<file path="src/rtl/rtc_bus_ctrl.sv">
// Burst bus master for the external RTC chip: N-byte read/write bursts over a multiplexed address/data bus.
// Optional `RTC_CMD_WRITE_EN appends a CMD_VALUE write to CMD_ADDR after every write burst.
module rtc_bus_ctrl #(
    parameter int         N_REGS    = 3,
    parameter logic [7:0] BASE_ADDR = 8'h23,
    parameter int         T_STROBE  = 5,
    parameter int         T_GAP     = 8,
    parameter logic [7:0] CMD_ADDR  = 8'hF1,
    parameter logic [7:0] CMD_VALUE = 8'h00
) (
    input  logic                  clock,
    input  logic                  reset,
    input  logic                  start,
    input  logic                  rw,
    input  logic [8*N_REGS-1:0]   wdata,
    input  logic [7:0]            ad_in,
    output logic [7:0]            ad_out,
    output logic                  ad_oe,
    output logic                  ad,
    output logic                  cs,
    output logic                  wr,
    output logic                  rd,
    output logic [8*N_REGS-1:0]   rdata,
    output logic                  busy,
    output logic                  done
);

    localparam int CW = $clog2((T_STROBE > T_GAP ? T_STROBE : T_GAP) + 8);
    localparam int IW = $clog2(N_REGS + 1);
    localparam logic [CW-1:0] STB_LAST = CW'(T_STROBE - 1);
    localparam logic [CW-1:0] GAP_LAST = CW'((T_GAP > 0) ? T_GAP - 1 : 0);
    localparam logic [IW-1:0] LAST_IDX = IW'(N_REGS - 1);
    localparam logic [IW-1:0] CMD_IDX  = IW'(N_REGS);

    typedef enum logic [4:0] {
        S_IDLE, S_ARM,
        S_A_AD, S_A_CS, S_A_WR, S_A_HOLD, S_A_WRH, S_A_CSH, S_A_ADH, S_A_REL, S_GAP_A,
        S_D_CS, S_D_STB, S_D_HOLD, S_D_STBH, S_D_CSH, S_D_REL, S_GAP_D,
        S_DONE
    } state_t;

    state_t              r_state, w_next;
    logic [CW-1:0]       r_cnt, w_cnt_next;
    logic [IW-1:0]       r_idx;
    logic                r_rw;
    logic [8*N_REGS-1:0] r_wdata, r_rdata;
    logic                w_last, w_adv, w_tx_end;
    logic [7:0]          w_addr, w_wbyte;
    logic [7:0]          r_ad_out, w_out;
    logic                r_ad_oe, r_ad, r_cs, r_wr, r_rd, r_busy, r_done;
    logic                w_oe, w_ad, w_cs, w_wr, w_rd, w_busy, w_done;

    // Index N_REGS is the command slot; it is only ever reached when the command write is built in.
`ifdef RTC_CMD_WRITE_EN
    assign w_last = r_rw ? (r_idx == LAST_IDX) : (r_idx == CMD_IDX);
`else
    assign w_last = (r_idx == LAST_IDX);
`endif
    assign w_addr = (r_idx == CMD_IDX) ? CMD_ADDR : BASE_ADDR - 8'(r_idx);

    always_comb begin
        w_wbyte = CMD_VALUE;
        for (int i = 0; i < N_REGS; i++) begin
            if (r_idx == IW'(i)) w_wbyte = r_wdata[8*i +: 8];
        end
    end

    always_comb begin
        w_next   = r_state;
        w_adv    = 1'b0;
        w_tx_end = 1'b0;
        case (r_state)
            S_IDLE:   if (start) w_next = S_ARM;
            S_ARM:    w_next = S_A_AD;
            S_A_AD:   w_next = S_A_CS;
            S_A_CS:   w_next = S_A_WR;
            S_A_WR:   w_next = S_A_HOLD;
            S_A_HOLD: if (r_cnt == STB_LAST) w_next = S_A_WRH;
            S_A_WRH:  w_next = S_A_CSH;
            S_A_CSH:  w_next = S_A_ADH;
            S_A_ADH:  w_next = S_A_REL;
            S_A_REL:  w_next = (T_GAP == 0) ? S_D_CS : S_GAP_A;
            S_GAP_A:  if (r_cnt == GAP_LAST) w_next = S_D_CS;
            S_D_CS:   w_next = S_D_STB;
            S_D_STB:  w_next = S_D_HOLD;
            S_D_HOLD: if (r_cnt == STB_LAST) w_next = S_D_STBH;
            S_D_STBH: w_next = S_D_CSH;
            S_D_CSH:  w_next = S_D_REL;
            S_D_REL:  if (T_GAP == 0) w_tx_end = 1'b1; else w_next = S_GAP_D;
            S_GAP_D:  if (r_cnt == GAP_LAST) w_tx_end = 1'b1;
            S_DONE:   w_next = S_IDLE;
            default:  w_next = S_IDLE;
        endcase
        if (w_tx_end) begin
            if (w_last) begin
                w_next = S_DONE;
            end else begin
                w_next = S_A_AD;
                w_adv  = 1'b1;
            end
        end
    end

    assign w_cnt_next = (w_next == r_state) ? r_cnt + CW'(1) : '0;

    // Pin values are decoded from the next state so every output comes straight from a flop.
    always_comb begin
        w_ad   = 1'b1;
        w_cs   = 1'b1;
        w_wr   = 1'b1;
        w_rd   = 1'b1;
        w_oe   = 1'b1;
        w_out  = 8'hFF;
        w_busy = 1'b1;
        w_done = 1'b0;
        case (w_next)
            S_IDLE:   begin w_oe = 1'b0; w_busy = 1'b0; end
            S_ARM:    w_oe = 1'b0;
            S_DONE:   begin w_oe = 1'b0; w_busy = 1'b0; w_done = 1'b1; end
            S_A_AD:   w_ad = 1'b0;
            S_A_CS:   begin w_ad = 1'b0; w_cs = 1'b0; end
            S_A_WR:   begin w_ad = 1'b0; w_cs = 1'b0; w_wr = 1'b0; end
            S_A_HOLD: begin w_ad = 1'b0; w_cs = 1'b0; w_wr = 1'b0; w_out = w_addr; end
            S_A_WRH:  begin w_ad = 1'b0; w_cs = 1'b0; w_out = w_addr; end
            S_A_CSH:  begin w_ad = 1'b0; w_out = w_addr; end
            S_A_ADH:  w_out = w_addr;
            S_D_CS:   w_cs = 1'b0;
            S_D_STB, S_D_HOLD: begin
                w_cs = 1'b0;
                if (r_rw) begin
                    w_rd = 1'b0;
                    w_oe = 1'b0;
                end else begin
                    w_wr = 1'b0;
                    if (w_next == S_D_HOLD) w_out = w_wbyte;
                end
            end
            S_D_STBH: begin
                w_cs = 1'b0;
                if (r_rw) w_oe = 1'b0; else w_out = w_wbyte;
            end
            S_D_CSH:  if (r_rw) w_oe = 1'b0; else w_out = w_wbyte;
            default:  ;
        endcase
    end

    always_ff @(posedge clock or posedge reset) begin
        if (reset) begin
            r_state  <= S_IDLE;
            r_cnt    <= '0;
            r_idx    <= '0;
            r_rw     <= 1'b0;
            r_wdata  <= '0;
            r_rdata  <= '0;
            r_ad_out <= 8'hFF;
            r_ad_oe  <= 1'b0;
            r_ad     <= 1'b1;
            r_cs     <= 1'b1;
            r_wr     <= 1'b1;
            r_rd     <= 1'b1;
            r_busy   <= 1'b0;
            r_done   <= 1'b0;
        end else begin
            r_state <= w_next;
            r_cnt   <= w_cnt_next;
            if (r_state == S_IDLE && start) begin
                r_rw    <= rw;
                r_wdata <= wdata;
                r_idx   <= '0;
            end else if (w_adv) begin
                r_idx <= r_idx + IW'(1);
            end
            // Read data is taken on the edge that raises rd, while the chip still drives the bus.
            if (w_next == S_D_STBH && r_rw) begin
                for (int i = 0; i < N_REGS; i++) begin
                    if (r_idx == IW'(i)) r_rdata[8*i +: 8] <= ad_in;
                end
            end
            r_ad_out <= w_out;
            r_ad_oe  <= w_oe;
            r_ad     <= w_ad;
            r_cs     <= w_cs;
            r_wr     <= w_wr;
            r_rd     <= w_rd;
            r_busy   <= w_busy;
            r_done   <= w_done;
        end
    end

    assign ad_out = r_ad_out;
    assign ad_oe  = r_ad_oe;
    assign ad     = r_ad;
    assign cs     = r_cs;
    assign wr     = r_wr;
    assign rd     = r_rd;
    assign rdata  = r_rdata;
    assign busy   = r_busy;
    assign done   = r_done;

endmodule

</file>
<file path="config.mk">
export PLATFORM = sky130hd
export DESIGN_NAME = rtc_bus_ctrl
export DESIGN_NICKNAME = d
export VERILOG_FILES = /design/src/rtl/rtc_bus_ctrl.sv
export SDC_FILE = /design/constraint.sdc
export NUM_CORES = 1
export LEC_CHECK = 0
export BUFFER_PORTS_ARGS = -buffer_cell sky130_fd_sc_hd__buf_2
export CAP_MARGIN = 0
export CORE_UTILIZATION = 54
export CTS_BUF_LIST = sky130_fd_sc_hd__clkbuf_8 sky130_fd_sc_hd__clkbuf_16
export DETAILED_ROUTE_END_ITERATION = 6
export PLACE_DENSITY_LB_ADDON = 0.08
export SYNTH_ARGS = -nofsm -noshare
export SYNTH_HDL_FRONTEND = slang
export SYNTH_SLANG_ARGS = --single-unit
</file>
<file path="constraint.sdc">
create_clock -name clock -period 3.02 [get_ports clock]
set_input_delay 0.302 -clock clock [delete_from_list [all_inputs] [get_ports clock]]
set_output_delay 0.302 -clock clock [all_outputs]
set_load 0.05 [all_outputs]
</file>
==> flow_results.org, run 1 <==
** Timing
- At the pin with the least slew margin, the transition time is 0.677 ns.
- The smallest clock period supported by the final layout is computed as 2.43 ns.
- Measured against its own limit, the worst slew margin works out to 0.549.
- Setup violations remaining at the end of the flow were counted as 0.
- Part of the cycle the worst path needs :: 0.804
- Worst clock skew :: 0.00607 ns
- Pins over their slew limit :: 0
- Count of final hold-check violations :: 0
- Summed over all failing endpoints, the final setup total negative slack is 0 ns.
- Smallest hold slack :: 0.177 ns
- Highest Clock Rate :: 0.412 GHz
- In the post-route analysis, the smallest setup slack over all paths is 0.593 ns.
- Unrepaired setup endpoints after global routing :: false

** Yosys
- The share of synthesized area in the top cell type comes to 0.453.
- Of all cell types, the one taking the most synthesized area is sky130_fd_sc_hd__dfrtp_1.
- Proportion of synthesized chip area in sequential cells :: 0.543
- Counting distinct cell types in the post-synthesis netlist gives 52.
- For this run, the number of Yosys warnings is 0.
- Syn Inst Count :: 284
- Flip-flop and latch count after synthesis :: 75
- After synthesis the cells add up to 3480 um^2.
- Cell types with the largest area share after synthesis :: sky130_fd_sc_hd__dfrtp_1, sky130_fd_sc_hd__mux2_2, sky130_fd_sc_hd__dfstp_2
- Async SR Flop Fraction :: 1.00
- Number of nets produced by synthesis :: 326
- Number of flops mapped to enable cells by yosys :: 0
- Among all flip-flop cells after synthesis, the most frequent one is sky130_fd_sc_hd__dfrtp_1.
- The average instance in the mapped netlist occupies 12.3 um^2.

** Finish
- Post-route non-filler standard cell count :: 443
- Compared with the post-synthesis result, the final layout area differs by 18.7%.
- Filler cell count :: 459
- With fillers left out, the area of the finished cells amounts to 4140 um^2.
- Core occupancy in the finished layout :: 0.682
- In the final layout, the multi-input gates occupy 1490 um^2.
- Of the cells placed in the final design, the portion with a size suffix greater than 1 is 0.424.
- In the final layout, flip-flops and latches occupy 1890 um^2.
- Number of nets in the final layout :: 405
- Count of antenna diodes in the layout :: 0

** Setup path
- Data on the critical path is required at its endpoint by 3.26 ns.
- Reg-to-reg slack, setup :: 0.59 ns
- The worst setup path is launched from a register.
- Crit end category :: register
- Critical setup path kind :: reg -> reg
- For the worst setup path, the data arrival time is 2.67 ns.
- Maximum net fanout on the critical path :: 15

** Floorplanning
- DIE HEIGHT :: 82.3 um
- Die outline width :: 82.3 um
- The floorplan step defined a die boundary enclosing 6780 um^2.
- The floorplan has 28 rows.
- The floorplan step defined a core boundary enclosing 6060 um^2.
- Num ports :: 75
- Effective utilization at floorplan :: 0.575

** Route
- In this run the remaining antenna-violating nets after routing total 0.
- Drt drc :: 0
- In the routed layout, each cell is associated on average with a via count of 5.53.
- Average wire per standard cell :: 15.8 um
- Wire length reported by the detailed router :: 7000 um
- Drt first-iter violations :: 83
- First-pass DRT Iterations :: 4
- Across all layers, the routed design uses 2452 vias.

** Clocking
- The root buffer cell chosen for the clock tree is sky130_fd_sc_hd__clkbuf_8.
- TritonCTS built the clock tree.
- The tree built by TritonCTS fans out to 75 sinks.
- Clock latency on the worst-skew pair, taken at its later pin, is 0.35 ns.
- Num CTS Buffers :: 9
- The H-tree was split into 3 levels.
- Clock-pin transition on the worst setup and hold timing paths :: 0.08 ns
- Post-cts sizing count :: 0
- Deepest clock path buffer count :: 2

** Place
- Placed wire-length estimate after detailed placement :: 4920 um
- Instance area after placement :: 3930 um^2
- Routability-driven placement finished with a final weighted congestion of 0.878.
- The count of buffers added on input and output ports is 74.
- Including well taps, the total number of placed cells is 426.
- Pre-CTS setup slack :: 0.615 ns

** Flow run
- The tool flagged a number of max-cap violations equal to 0.

** Global routing
- Total grt overflow :: 0
- The number of antenna violations at the first check in global routing was 0.
- Entering global routing, the biggest net connects 35 pins.
- Total global routing track utilization :: 0.233
- Number of global-route vias before repair :: 2395
- The first global-routing pass estimated 11400 um of wire.

** Power and ir drop
- Worst-case vdd ir drop :: 0.706 mV
- The analysis attributes to cell leakage a power of 1.99 nW.
- Overall power consumption :: 4.87 mW
- PD cells :: 1180 nW/um^2

** Run status
- The flow ran to the end, and the final reports show no timing, DRC or antenna violations.

** Min path
- The path class of the tightest hold or removal check is in -> reg.
## layout by cell type (no fill, tap or decap), drive strengths merged, types with 2 or more instances in the layout
| cell type | count |
|---|---|
| buf | 80 |
| dfrtp | 63 |
| mux2 | 49 |
| nand2 | 18 |
| nor2 | 14 |
| o21ai | 14 |
| a21oi | 12 |
| dfstp | 12 |
| inv | 10 |
| clkbuf | 9 |
| nand3 | 7 |
| ha | 6 |
| and3b | 4 |
| xnor2 | 4 |
| nor2b | 4 |
| nand4 | 4 |
| a211oi | 4 |
| nor3 | 4 |
| clkinv | 4 |
| nand3b | 3 |
| or3 | 3 |
| and2 | 3 |
| or4b | 2 |
| o211ai | 2 |
| a31o | 2 |
| and3 | 2 |
| xor2 | 2 |
| a31oi | 2 |
| a21o | 2 |
| a22oi | 2 |
| nor3b | 2 |
| clkinvlp | 2 |
| o22ai | 2 |
## worst paths after layout
| kind | end | start | cells past startpoint |
|---|---|---|---|
| worst max-delay path | rdata[11] | r_state[3] | 5 |
| worst min-delay path | r_wdata[23] | wdata[23] | 2 |
| worst max register to register | rdata[11] | r_state[3] | 5 |
| worst min register to register | rdata[12] | rdata[12] | 1 |
| max in group asynchronous | ad | reset | 4 |
| min in group asynchronous | r_wdata[17] | reset | 3 |
## worst max-delay path: stages (launching register included)
cell and delay (ns):
sky130_fd_sc_hd__dfrtp_1 0.64, sky130_fd_sc_hd__or4b_1 0.24, sky130_fd_sc_hd__o211ai_1 0.24, sky130_fd_sc_hd__o31ai_4 0.52, sky130_fd_sc_hd__nand4_4 0.28, sky130_fd_sc_hd__mux2_1 0.40
## per-layer routing
metal,global-route usage,vias up,wire length (um)
met5,0,-,0
met4,0.0860,0,48
met3,0.0637,5,426
met2,0.344,87,3220
met1,0.329,1192,3310
li1,-,1168,-
## synthesized netlist by cell type, types with 3 or more instances
library cell               instances
sky130_fd_sc_hd__a211oi_1          3
sky130_fd_sc_hd__a21oi_1          12
sky130_fd_sc_hd__and2_1            3
sky130_fd_sc_hd__and3b_1           4
sky130_fd_sc_hd__buf_2             6
sky130_fd_sc_hd__clkbuf_1          6
sky130_fd_sc_hd__dfrtp_1          63
sky130_fd_sc_hd__dfstp_2          12
sky130_fd_sc_hd__ha_1              6
sky130_fd_sc_hd__inv_1            10
sky130_fd_sc_hd__mux2_1           13
sky130_fd_sc_hd__mux2_2           36
sky130_fd_sc_hd__nand2_1          18
sky130_fd_sc_hd__nand3_1           7
sky130_fd_sc_hd__nand3b_1          3
sky130_fd_sc_hd__nand4_4           3
sky130_fd_sc_hd__nor2_1           13
sky130_fd_sc_hd__nor2b_1           4
sky130_fd_sc_hd__nor3_1            3
sky130_fd_sc_hd__o21ai_0          13
sky130_fd_sc_hd__or3_1             3
sky130_fd_sc_hd__xnor2_1           4
## logic make-up (layout without fill, tap and decap cells)
| group | count (synthesis) | count (layout) | share of synthesized area |
|---|---|---|---|
| compound gates | 50 | 50 | 0.0991 |
| xor+xnor | 6 | 6 | 0.0151 |
| fa+ha+maj | 6 | 6 | 0.0216 |
| buf+inv | 23 | 107 | 0.0280 |
| flops | 75 | 75 | 0.543 |
| mux | 50 | 50 | 0.161 |
| simple gates | 74 | 74 | 0.132 |
## report_power, final
group / internal (mW) / total (mW) / switching, mW
sequential: 1.47 / 1.75 / 0.284
clock: 0.378 / 0.756 / 0.378
combinational: 0.816 / 2.37 / 1.55
total: 2.66 / 4.87 / 2.21
## flip-flops by register name, summed over array words and instances, names as in the netlist, 2 cells and up
register,count
r_wdata,24
ad_out,8
r_idx,2
r_state,5
rdata,24
r_cnt,4
## area by class of cell
| type | instances | share of cell area |
|---|---|---|
| clock buffer | 9 | 0.0300 |
| clock inverter | 7 | 0.0166 |
| inverter | 10 | 0.00908 |
| multi-input combinational | 186 | 0.361 |
| sequential | 75 | 0.457 |
| tap | 75 | 0.0227 |
| timing repair buffer | 81 | 0.103 |
## repair_timing
item                                    CTS  global route
endpoints found under the hold margin    18             0
hold buffers                              1             0
setup buffers                             0             0
endpoints found under the setup margin    0             0
No activity file was read; power rests on OpenSTA's default activity.
==> run 2: changes to the inputs <==
Clock period 3.02 ns to 2.3 ns, I/O delays scaled along.
==> flow_results.org, run 2 (synthesis gave the netlist of run 1 again) <==
** Finish
- The most common library cell in the layout ignoring fill and taps is sky130_fd_sc_hd__buf_2 (unchanged).
- The proportion of layout cells with a drive suffix above 1 came to 0.452 (was 0.424).
- The net total in the final layout was 420 (was 405).
- The area added between synthesis and finish is 23.5% (was 18.7%).
- Top library cells by usage in the layout, fill and taps aside :: sky130_fd_sc_hd__buf_2, sky130_fd_sc_hd__dfrtp_1, sky130_fd_sc_hd__mux2_2 (unchanged)
- The number of diodes is 0 (unchanged).
- The layout filler cell count came to 462 (was 459).
- The cell area after layout is 4300 um^2 (was 4140 um^2).

** Clocking
- The buffer cell driving the clock tree root was sky130_fd_sc_hd__clkbuf_8 (unchanged).
- CTS tree :: built (unchanged)
- Num CTS Buffers :: 9 (unchanged)
- Clk sink count :: 75 (unchanged)
- Maximum level of the CTS H-tree :: 3 (unchanged)
- Deepest clock path buffer count :: 2 (unchanged)
- The clock latency of the later-clocked register in the worst-skew pair was 0.35 ns (about the same).
- Clock-pin transition on the worst setup and hold timing paths :: 0.08 ns (about the same)

** Route
- The first-pass iteration count of the detailed router came to 4 (unchanged).
- The average routed wire per standard cell came to 16.3 um (was 15.8 um).
- The number of remaining DRC errors was 0 (unchanged).
- The mean number of vias per cell is 5.55 (was 5.53).
- The starting DRC count in detailed routing came to 149 (was 83).
- Total number of vias :: 2540 (was 2452)
- The count of antenna-violating nets left after detailed routing is 0 (unchanged).
- Wire length reported by the detailed router :: 7450 um (was 7000 um)

** Timing
- Highest Clock Rate :: 0.459 GHz (was 0.412 GHz)
- Setup TNS Final :: 0 ns (unchanged)
- Worst clock skew :: 0.0107 ns (was 0.00607 ns)
- Unrepaired setup endpoints after global routing: false (unchanged).
- Minimum clock period after layout :: 2.18 ns (was 2.43 ns)
- The actual slew at the worst max-slew pin is 0.489 ns (was 0.677 ns).
- The count of endpoints failing hold in the final timing report came to 0 (unchanged).
- Part of the cycle the worst path needs :: 0.947 (was 0.804)
- Worst rel slew slack :: 0.674 (was 0.549)
- The max-slew violation count was 0 (unchanged).
- Final count of negative-setup-slack endpoints :: 0 (unchanged)

** Setup path
- Critical setup path kind :: reg -> reg (unchanged)
- The data arrival time of the critical path was 2.42 ns (was 2.67 ns).
- The first element of the critical path was r_state[1] (was r_state[3]).
- Worst setup SP type :: register (unchanged)
- Data required time at the worst endpoint :: 2.54 ns (was 3.26 ns)
- The reg-to-reg critical path endpoint is rdata[2] (was rdata[11]).
- The capturing element type of the critical path was a register (unchanged).
- The top fanout value on the critical path was 8 (was 15).
- Standard cell with the maximum stage delay on the critical path :: sky130_fd_sc_hd__or4b_4 (was sky130_fd_sc_hd__dfrtp_1)
- Combined buffer and inverter count along the critical path :: 0 (unchanged)
- The startpoint of the worst-slack reg-to-reg timing path is r_state[1] (was r_state[3]).
- The cell depth of the worst flop-to-flop path came to 5 (unchanged).
- Cell-by-cell trace of the critical path: or4b_4, o21ai_1, a31o_2, nand4_4, mux2_1 (was or4b_1, o211ai_1, o31ai_4, nand4_4, mux2_1).
- Reg-to-reg slack, setup :: 0.12 ns (was 0.59 ns)
- The worst stage delay on the critical path is 0.58 ns (was 0.64 ns).
- Family with the most delay on the worst path :: simple AND/OR/NAND/NOR gates (was compound AO/OA/AOI/OAI gates)

** Power and ir drop
- PD cells :: 1570 nW/um^2 (was 1180 nW/um^2)
- Net Sw Frac :: 0.448 (was 0.454)
- The leakage power figure came to 2.09 nW (was 1.99 nW).
- Power share of the combinational group :: 0.515 (was 0.485)
- Total net switching power :: 3.03 mW (was 2.21 mW)
- Overall power consumption :: 6.77 mW (was 4.87 mW)
- The peak supply drop was 0.952 mV (was 0.706 mV).
- The sequential fraction of design power is 0.333 (was 0.359).
- The cell internal power dissipation came to 3.74 mW (was 2.66 mW).
- The fraction of power consumed by the clock network was 0.152 (was 0.155).

** Floorplanning
- Effective utilization at floorplan :: 0.575 (unchanged)
- Core region area :: 6060 um^2 (unchanged)
- The total I/O pin count is 75 (unchanged).
- DIE HEIGHT :: 82.3 um (unchanged)
- Full die area :: 6780 um^2 (unchanged)
- Cell row count :: 28 (unchanged)
- The horizontal extent of the die came to 82.3 um (unchanged).

** Run status
- Result of the run: finished clean (unchanged).

** Place
- The instance area after placement came to 4080 um^2 (was 3930 um^2).
- Count of buffers from port buffering :: 74 (unchanged)
- Placed wire-length estimate after detailed placement :: 5260 um (was 4920 um)
- The routability-driven placement congestion ratio was 0.883 (was 0.878).

** Min path
- The hold-critical path depth was 2 (unchanged).
- The worst hold-check path type was in -> reg (unchanged).
- The startpoint of the lowest-slack hold path is wdata[0] (was wdata[23]).
- Worst min-delay path endpoint :: r_wdata[0] (was r_wdata[23])

** Global routing
- The maximum number of pins on one net before global-route repair is 76 (was 35).
- The via count of the first global-routing pass came to 2446 (was 2395).
- Number of antenna violations at the first check in global routing :: 0 (unchanged)
- The global-route congestion overflow total came to 0 (unchanged).
- Total global routing track utilization :: 0.239 (was 0.233)
- Global-route wire length before repair :: 11900 um (was 11400 um)

** Flow run
- The reported max-cap violation count came to 0 (unchanged).
==> run 2: worst max path at each step <==
stage	endpoint	slack [ns]	cells after the start
6_report	rdata[2]	0.12	5
5_1_grt	ad_out[0]	0.02	8
4_1_cts	rdata[2]	0.09	5
3_5_place_dp	rdata[2]	0.1	5
3_3_place_gp	cs	0.13	6
2_1_floorplan	ad_oe	0.18	1
==> run 2: routing by layer <==
metal | track usage | share of wire
met5 | 0 | 0
met4 | 0.0526 | 0.0094
met3 | 0.0736 | 0.051
met2 | 0.383 | 0.47
met1 | 0.320 | 0.47
==> run 2: through the flow <==
step,worst slack [ns],hold slack [ns],utilization,cells
2_1_floorplan,0.180,0.362,-,284
3_3_place_gp,0.127,0.346,0.674,441
3_5_place_dp,0.0979,0.353,0.674,441
4_1_cts,0.0869,0.0919,0.708,458
5_1_grt,0.0179,0.0983,0.710,458
6_report,0.122,0.100,0.710,458
==> run 2: power by group through the flow <==
stage	clock network [mW]	registers, mW	logic [mW]
after floorplan	0	3.04	1.70
final	1.03	2.26	3.49
after global routing	1.09	2.33	3.74
after CTS	1.05	2.25	3.46
after detailed placement	0	2.28	3.44
after global placement	0	2.26	3.40
==> run 2: area by class of cell <==
type                    count  area, um^2  area share
flip-flops and latches     75        1890       0.440
well taps                  75        93.8      0.0218
multi-input cells         186        1510       0.350
repair buffers             96         576       0.134
inverters                  10        37.5     0.00873
clock buffers               9         124      0.0288
clock inverters             7        73.8      0.0172
==> run 2: worst reg2reg max path, cell delays in order, from the launching register on <==
cell,delay [ns]
sky130_fd_sc_hd__dfrtp_1,0.44
sky130_fd_sc_hd__or4b_4,0.58
sky130_fd_sc_hd__o21ai_1,0.20
sky130_fd_sc_hd__a31o_2,0.24
sky130_fd_sc_hd__nand4_4,0.22
sky130_fd_sc_hd__mux2_1,0.38
==> run 2: repair_timing <==
action / 4_1_cts / 5_1_grt
setup endpoints to repair: 0 / 17
gates resized for setup: 0 / 2
setup buffers: 0 / 0
hold buffers: 1 / 0
hold endpoints to repair: 63 / 0
